==> src/rtl/instr_loader_if.sv <==
// Byte-stream, instruction-memory write and status signals of the boot-time program loader.
// The loader takes the slave view; whatever feeds the stream and watches status takes the master view.
interface instr_loader_if #(
  parameter int INSTR_W = 19,
  parameter int ADDR_W  = 12
);
  logic               start;
  logic [7:0]         in_data;
  logic               in_valid;
  logic               in_ready;
  logic               imem_we;
  logic [ADDR_W-1:0]  imem_addr;
  logic [INSTR_W-1:0] imem_wdata;
  logic               cpu_hold;
  logic               busy;
  logic               done;
  logic               error;
  logic [1:0]         err_code;
  logic [ADDR_W:0]    word_count;

  modport slave (
    input  start, in_data, in_valid,
    output in_ready, imem_we, imem_addr, imem_wdata,
    output cpu_hold, busy, done, error, err_code, word_count
  );

  modport master (
    output start, in_data, in_valid,
    input  in_ready, imem_we, imem_addr, imem_wdata,
    input  cpu_hold, busy, done, error, err_code, word_count
  );
endinterface

==> src/rtl/instr_loader.sv <==
// Boot loader: reads a length-prefixed stream of 3-byte words, writes them into instruction memory
// from address 0, verifies a trailing XOR checksum, and keeps the CPU in reset until a load succeeds.
module instr_loader #(
  parameter int INSTR_W = 19,
  parameter int ADDR_W  = 12
) (
  input  logic         clk,
  input  logic         reset,
  instr_loader_if.slave bus
);

  typedef enum logic [2:0] {
    S_IDLE   = 3'd0,
    S_LEN_LO = 3'd1,
    S_LEN_HI = 3'd2,
    S_WORD   = 3'd3,
    S_CHECK  = 3'd4,
    S_DONE   = 3'd5,
    S_ERROR  = 3'd6
  } state_e;

  localparam logic [1:0] ERR_NONE = 2'd0;
  localparam logic [1:0] ERR_LEN  = 2'd1;
  localparam logic [1:0] ERR_FMT  = 2'd2;
  localparam logic [1:0] ERR_CHK  = 2'd3;

  function automatic logic [7:0] chk_update(input logic [7:0] acc, input logic [7:0] b);
    return acc ^ b;
  endfunction

  state_e             state_q, state_d;
  logic [15:0]        len_q, len_d;
  logic [1:0]         idx_q, idx_d;
  logic [7:0]         b0_q, b0_d, b1_q, b1_d, chk_q, chk_d;
  logic               done_q, done_d, error_q, error_d, cpu_hold_q, cpu_hold_d, we_q, we_d;
  logic [1:0]         err_code_q, err_code_d;
  logic [ADDR_W:0]    wc_q, wc_d;
  logic [ADDR_W-1:0]  addr_q, addr_d;
  logic [INSTR_W-1:0] wdata_q, wdata_d;

  logic        accept_s;
  logic [23:0] word24_s;
  logic [31:0] n_s;
  logic        last_word_s;

  assign bus.in_ready = state_q inside {S_LEN_LO, S_LEN_HI, S_WORD, S_CHECK};
  assign bus.busy     = state_q inside {S_LEN_LO, S_LEN_HI, S_WORD, S_CHECK};
  assign accept_s     = bus.in_valid && bus.in_ready;
  assign word24_s     = {bus.in_data, b1_q, b0_q};
  assign n_s          = {16'd0, bus.in_data, len_q[7:0]};
  // The word accepted now is the Nth when the count before it is N-1.
  assign last_word_s  = ({{(31-ADDR_W){1'b0}}, wc_q} + 32'd1) == {16'd0, len_q};

  // Next-state and output-register computation
  always_comb begin
    state_d    = state_q;
    len_d      = len_q;
    idx_d      = idx_q;
    b0_d       = b0_q;
    b1_d       = b1_q;
    chk_d      = chk_q;
    done_d     = done_q;
    error_d    = error_q;
    err_code_d = err_code_q;
    wc_d       = wc_q;
    we_d       = 1'b0;
    addr_d     = addr_q;
    wdata_d    = wdata_q;
    cpu_hold_d = cpu_hold_q;
    case (state_q)
      S_IDLE, S_DONE, S_ERROR: begin
        if (bus.start) begin
          state_d    = S_LEN_LO;
          done_d     = 1'b0;
          error_d    = 1'b0;
          err_code_d = ERR_NONE;
          wc_d       = '0;
          chk_d      = 8'd0;
          cpu_hold_d = 1'b1;
        end else begin
          state_d = state_q;
        end
      end
      S_LEN_LO: begin
        if (accept_s) begin
          len_d[7:0] = bus.in_data;
          chk_d      = chk_update(chk_q, bus.in_data);
          state_d    = S_LEN_HI;
        end else begin
          state_d = state_q;
        end
      end
      S_LEN_HI: begin
        if (accept_s) begin
          len_d[15:8] = bus.in_data;
          chk_d       = chk_update(chk_q, bus.in_data);
          if (n_s > (32'd1 << ADDR_W)) begin
            state_d    = S_ERROR;
            error_d    = 1'b1;
            err_code_d = ERR_LEN;
          end else if (n_s == 32'd0) begin
            state_d = S_CHECK;
          end else begin
            state_d = S_WORD;
            idx_d   = 2'd0;
          end
        end else begin
          state_d = state_q;
        end
      end
      S_WORD: begin
        if (accept_s) begin
          chk_d = chk_update(chk_q, bus.in_data);
          case (idx_q)
            2'd0: begin
              b0_d  = bus.in_data;
              idx_d = 2'd1;
            end
            2'd1: begin
              b1_d  = bus.in_data;
              idx_d = 2'd2;
            end
            2'd2: begin
              // Bits above INSTR_W must be zero; a malformed word is never written.
              if ((word24_s >> INSTR_W) != 24'd0) begin
                state_d    = S_ERROR;
                error_d    = 1'b1;
                err_code_d = ERR_FMT;
              end else begin
                we_d    = 1'b1;
                addr_d  = wc_q[ADDR_W-1:0];
                wdata_d = word24_s[INSTR_W-1:0];
                wc_d    = wc_q + {{ADDR_W{1'b0}}, 1'b1};
                idx_d   = 2'd0;
                state_d = last_word_s ? S_CHECK : S_WORD;
              end
            end
            default: idx_d = 2'd0;
          endcase
        end else begin
          state_d = state_q;
        end
      end
      S_CHECK: begin
        if (accept_s) begin
          if (bus.in_data == chk_q) begin
            state_d    = S_DONE;
            done_d     = 1'b1;
            cpu_hold_d = 1'b0;
          end else begin
            state_d    = S_ERROR;
            error_d    = 1'b1;
            err_code_d = ERR_CHK;
          end
        end else begin
          state_d = state_q;
        end
      end
      default: state_d = S_IDLE;
    endcase
  end

  // State and output registers with synchronous active-low reset
  always_ff @(posedge clk) begin
    if (!reset) begin
      state_q    <= S_IDLE;
      len_q      <= 16'd0;
      idx_q      <= 2'd0;
      b0_q       <= 8'd0;
      b1_q       <= 8'd0;
      chk_q      <= 8'd0;
      done_q     <= 1'b0;
      error_q    <= 1'b0;
      err_code_q <= ERR_NONE;
      wc_q       <= '0;
      we_q       <= 1'b0;
      addr_q     <= '0;
      wdata_q    <= '0;
      cpu_hold_q <= 1'b1;
    end else begin
      state_q    <= state_d;
      len_q      <= len_d;
      idx_q      <= idx_d;
      b0_q       <= b0_d;
      b1_q       <= b1_d;
      chk_q      <= chk_d;
      done_q     <= done_d;
      error_q    <= error_d;
      err_code_q <= err_code_d;
      wc_q       <= wc_d;
      we_q       <= we_d;
      addr_q     <= addr_d;
      wdata_q    <= wdata_d;
      cpu_hold_q <= cpu_hold_d;
    end
  end

  assign bus.imem_we    = we_q;
  assign bus.imem_addr  = addr_q;
  assign bus.imem_wdata = wdata_q;
  assign bus.cpu_hold   = cpu_hold_q;
  assign bus.done       = done_q;
  assign bus.error      = error_q;
  assign bus.err_code   = err_code_q;
  assign bus.word_count = wc_q;

endmodule
==> src/flat_wrapper.sv <==
// flat-port wrapper written by rule: the top's interface ports become plain ports
module instr_loader_flat 
#(
  parameter int INSTR_W = 19,
  parameter int ADDR_W  = 12
)
  (clk, reset, bus_start, bus_in_data, bus_in_valid, bus_in_ready, bus_imem_we, bus_imem_addr, bus_imem_wdata, bus_cpu_hold, bus_busy, bus_done, bus_error, bus_err_code, bus_word_count);
  instr_loader_if #(.INSTR_W(INSTR_W), .ADDR_W(ADDR_W)) bus_i ();
  input  logic clk;
  input  logic reset;
  input wire logic [$bits(bus_i.start)-1:0] bus_start;
  input wire logic [$bits(bus_i.in_data)-1:0] bus_in_data;
  input wire logic [$bits(bus_i.in_valid)-1:0] bus_in_valid;
  output wire logic [$bits(bus_i.in_ready)-1:0] bus_in_ready;
  output wire logic [$bits(bus_i.imem_we)-1:0] bus_imem_we;
  output wire logic [$bits(bus_i.imem_addr)-1:0] bus_imem_addr;
  output wire logic [$bits(bus_i.imem_wdata)-1:0] bus_imem_wdata;
  output wire logic [$bits(bus_i.cpu_hold)-1:0] bus_cpu_hold;
  output wire logic [$bits(bus_i.busy)-1:0] bus_busy;
  output wire logic [$bits(bus_i.done)-1:0] bus_done;
  output wire logic [$bits(bus_i.error)-1:0] bus_error;
  output wire logic [$bits(bus_i.err_code)-1:0] bus_err_code;
  output wire logic [$bits(bus_i.word_count)-1:0] bus_word_count;
  assign bus_i.start = bus_start;
  assign bus_i.in_data = bus_in_data;
  assign bus_i.in_valid = bus_in_valid;
  assign bus_in_ready = bus_i.in_ready;
  assign bus_imem_we = bus_i.imem_we;
  assign bus_imem_addr = bus_i.imem_addr;
  assign bus_imem_wdata = bus_i.imem_wdata;
  assign bus_cpu_hold = bus_i.cpu_hold;
  assign bus_busy = bus_i.busy;
  assign bus_done = bus_i.done;
  assign bus_error = bus_i.error;
  assign bus_err_code = bus_i.err_code;
  assign bus_word_count = bus_i.word_count;
  instr_loader #(.INSTR_W(INSTR_W), .ADDR_W(ADDR_W)) u_core (.clk(clk), .reset(reset), .bus(bus_i));
endmodule
==> config.mk <==
export PLATFORM = sky130hd
export DESIGN_NAME = instr_loader_flat
export DESIGN_NICKNAME = d
export VERILOG_FILES = /design/src/rtl/instr_loader_if.sv /design/src/rtl/instr_loader.sv /design/src/flat_wrapper.sv
export SDC_FILE = /design/constraint.sdc
export NUM_CORES = 1
export LEC_CHECK = 0
export ABC_CLOCK_PERIOD_IN_PS = 3690
export CELL_PAD_IN_SITES_DETAIL_PLACEMENT = 1
export CELL_PAD_IN_SITES_GLOBAL_PLACEMENT = 1
export CORE_MARGIN = 2
export CORE_UTILIZATION = 30
export DETAILED_ROUTE_END_ITERATION = 8
export PLACE_DENSITY = 0.69
export SLEW_MARGIN = 20
export SYNTH_ARGS = -nofsm -noshare
export SYNTH_HDL_FRONTEND = slang
export SYNTH_SLANG_ARGS = --single-unit
==> constraint.sdc <==
create_clock -name clk -period 3.69 [get_ports clk]
set_input_delay 0.369 -clock clk [delete_from_list [all_inputs] [get_ports clk]]
set_output_delay 0.369 -clock clk [all_outputs]
set_load 0.005 [all_outputs]
==> impl_metrics.yaml <==
drt:
  antenna_left: 0
  vias_per_cell: 5.11
  drt_iter0_drc: 271
  routed_wl_um: 14900
  drc: 0
  wl_per_cell_um: 17.6
  dr_total_vias: 4330
  drt_first_pass_iters: 4
synth:
  synth.distinct_cells: 71
  syn_avg_cell_area_sq_um: 8.39
  ys_seq_elements: 95
  async_flop_share: 0
  syn_nets: 593
  ys_warn_count: 0
  seq_area_frac_synth: 0.391
  synth_most_common_cell: "dfxtp_1"
  syn_inst: 580
  synth_edf_count: 0
  synthTopCellsByArea: "dfxtp_1 39%, nand2_1 7.1%, a21oi_2 5.4%, mux2i_1 4.1%, nand2_2 4.0%"
  syn-cell-area_sq_mm: 0.00487
  synth_ff_type: "dfxtp_1"
  ys_top_cells_by_count: "95 x dfxtp_1, 92 x nand2_1, 46 x nor2_1"
  synth_area_leader_cell: "dfxtp_1"
  synth_top_area_share: 0.391
floorplan:
  start_util: 0.306
  die_y_um: 131
  die_area_sq_mm: 0.0173
  ios: 64
  core_sq_mm: 0.0159
  die_w_um: 131
  placementRows: 46
clock_network:
  clk_latency_ns: 0.36
  cts_tree: "built"
  post_cts_resized: 0
  cts_inserted_buffers: 9
  htreeDepth: 3
  cts_buffer_depth: 2
  holdBufCountCts: 0
  cts_sinks: 95
  clkTransAtPathRegs_ns: 0.07
  root_buffer: "clkbuf_16"
  post_cts_buffers: 0
timing:
  holdWs_ns: 0.458
  rsz0062_at_grt: "false"
  hold_viol: 0
  worstMarginPinSlew_ns: 0.799
  setup_tns_ns: 0
  fmax_ghz: 0.386
  final-setup-viol-count: 0
  slew_headroom: 0.462
  setup_ws_ns: 1.10
  maxSlewViolCount: 0
  skew_ns: 0.00973
  min_period_ns: 2.59
  fin_crit_sh: 0.702
place:
  dp_slack_ns: 0.921
  hpwl_um: 10700
  place_congestion: 0.873
  port_buffers: 63
pwr:
  p_total_w: 0.00312
  ir_drop_v: 0.000221
  power.switching_w: 0.00107
  leakagePower_nw: 1.96
  p_comb_frac: 0.277
  power.share.switching: 0.342
  clkPwrFrac: 0.336
  p_per_area_mw_per_mm2: 525
  p_int_w: 0.00206
  p_seq_frac: 0.387
worst_setup_path:
  cp-end-kind: "flop"
  cp.arrival_ns: 2.89
  cp_top_family: "simple AND/OR/NAND/NOR gates"
  start_kind: "flop"
  crit_type: "flop to flop"
  crit_path_max_incr_delay_ns: 0.53
  cp.required_ns: 3.99
  slowest_stage: "dfxtp_1"
  worst-path-buf-inv: 0
  cp_max_fo: 7
  cp_cell_sequence: "ha_1, xor2_1, or4_1, nor4_1, nand4_1, and4bb_1, a31o_1"
global_routing:
  grt_remaining_overflow: 0
  grt_pass1_vias: 4513
  antenna_found_initial: 0
  grt_max_degree: 48
  grt_use_total: 0.179
  grt_pass1_wl_um: 24700
cells_and_area:
  regArea_sq_mm: 0.00190
  antenna_cells: 0
  post-route-util: 0.374
  n_fill_cell: 1927
  drive_above_1_share: 0.166
  multi_input_area_sq_mm: 0.00267
  nNetsFinal: 640
  syn2layout_area_growth_pct: 22.2
job:
  maxCapViolCount: 0
worst_hold_path:
  hold_path.class: "flop to flop"
status:
  status: "finished, final reports clean"
final timing paths:
check | from | end | slack [ns] | cells after the start
worst max register to register | u_core.bus.word_count[0]$_SDFFE_PN0P_ | u_core.state_q[2]$_SDFFE_PN0P_ | 1.10 | 7
worst max-delay path | u_core.bus.word_count[0]$_SDFFE_PN0P_ | u_core.state_q[2]$_SDFFE_PN0P_ | 1.10 | 7
worst min register to register | u_core.len_q[15]$_SDFFE_PN0P_ | u_core.len_q[15]$_SDFFE_PN0P_ | 0.46 | 2
worst min-delay path | u_core.len_q[15]$_SDFFE_PN0P_ | u_core.len_q[15]$_SDFFE_PN0P_ | 0.46 | 2
layout by cell type (no fill, tap or decap), drive strengths merged, types with 10 or more instances in the layout:
cell type and instances:
clkbuf 10, a21oi 67, o21ai 20, buf 15
nor3 17, nor2 48, inv 10, nand2 123
clkdlybuf4s50 63, dfxtp 95, xnor2 21, mux2i 20
nand3 10
worst min-delay path, cell delays in order, from the launching register on:
cell,delay [ns]
dfxtp_1,0.31
nand2_1,0.05
a21oi_1,0.05
cell type report:
cell class | count | area share
clock buffer | 10 | 0.0402
clock inverter | 6 | 0.0151
inverter | 8 | 0.00505
multi-input combinational | 435 | 0.450
sequential | 95 | 0.320
tap | 216 | 0.0454
timing repair buffer | 78 | 0.125
flip-flops by register name (all words and copies together) (netlist names), 3 cells and up:
register,count
u_core.b1_q,8
u_core.b0_q,8
u_core.bus.imem_wdata,19
u_core.bus.word_count,13
u_core.state_q,3
u_core.len_q,16
u_core.chk_q,8
u_core.bus.imem_addr,12
per-layer routing:
metal / vias to the layer above / wire length [um] / track usage / share of wire
li1: 2093 / - / - / -
met1: 2106 / 7080 / 0.235 / 0.47
met2: 112 / 6930 / 0.295 / 0.46
met3: 19 / 677 / 0.0359 / 0.045
met4: 0 / 250 / 0.0580 / 0.017
met5: - / 0 / 0 / 0
cells by family (layout without fill, tap and decap cells):
logic type | after synthesis | count (layout) | synth area share
DFF | 95 | 95 | 0.391
xor gates and xnor gates | 29 | 29 | 0.0550
adders and majority gates | 1 | 1 | 0.00257
buffers and inverters | 50 | 102 | 0.0607
and+or+nand+nor | 250 | 250 | 0.256
AOI/OAI and AO/OA | 134 | 134 | 0.192
muxes | 21 | 21 | 0.0435
per-stage QoR:
stage                     instance area (sq um)  instances
final                                      5950        848
after floorplan                            4870        580
after CTS                                  5940        848
after detailed placement                   5610        832
after global placement                     5610        832
after global routing                       5950        848
power groups by stage:
stage | clock, W | combinational, W | sequential (W)
floorplan | 0 | 0.000668 | 0.00116
global placement | 0 | 0.000828 | 0.00123
detailed placement | 0 | 0.000857 | 0.00123
CTS | 0.00107 | 0.000861 | 0.00121
global route | 0.00111 | 0.000959 | 0.00122
finish | 0.00105 | 0.000866 | 0.00121
Note: power is estimated with default switching activity, not from simulation.
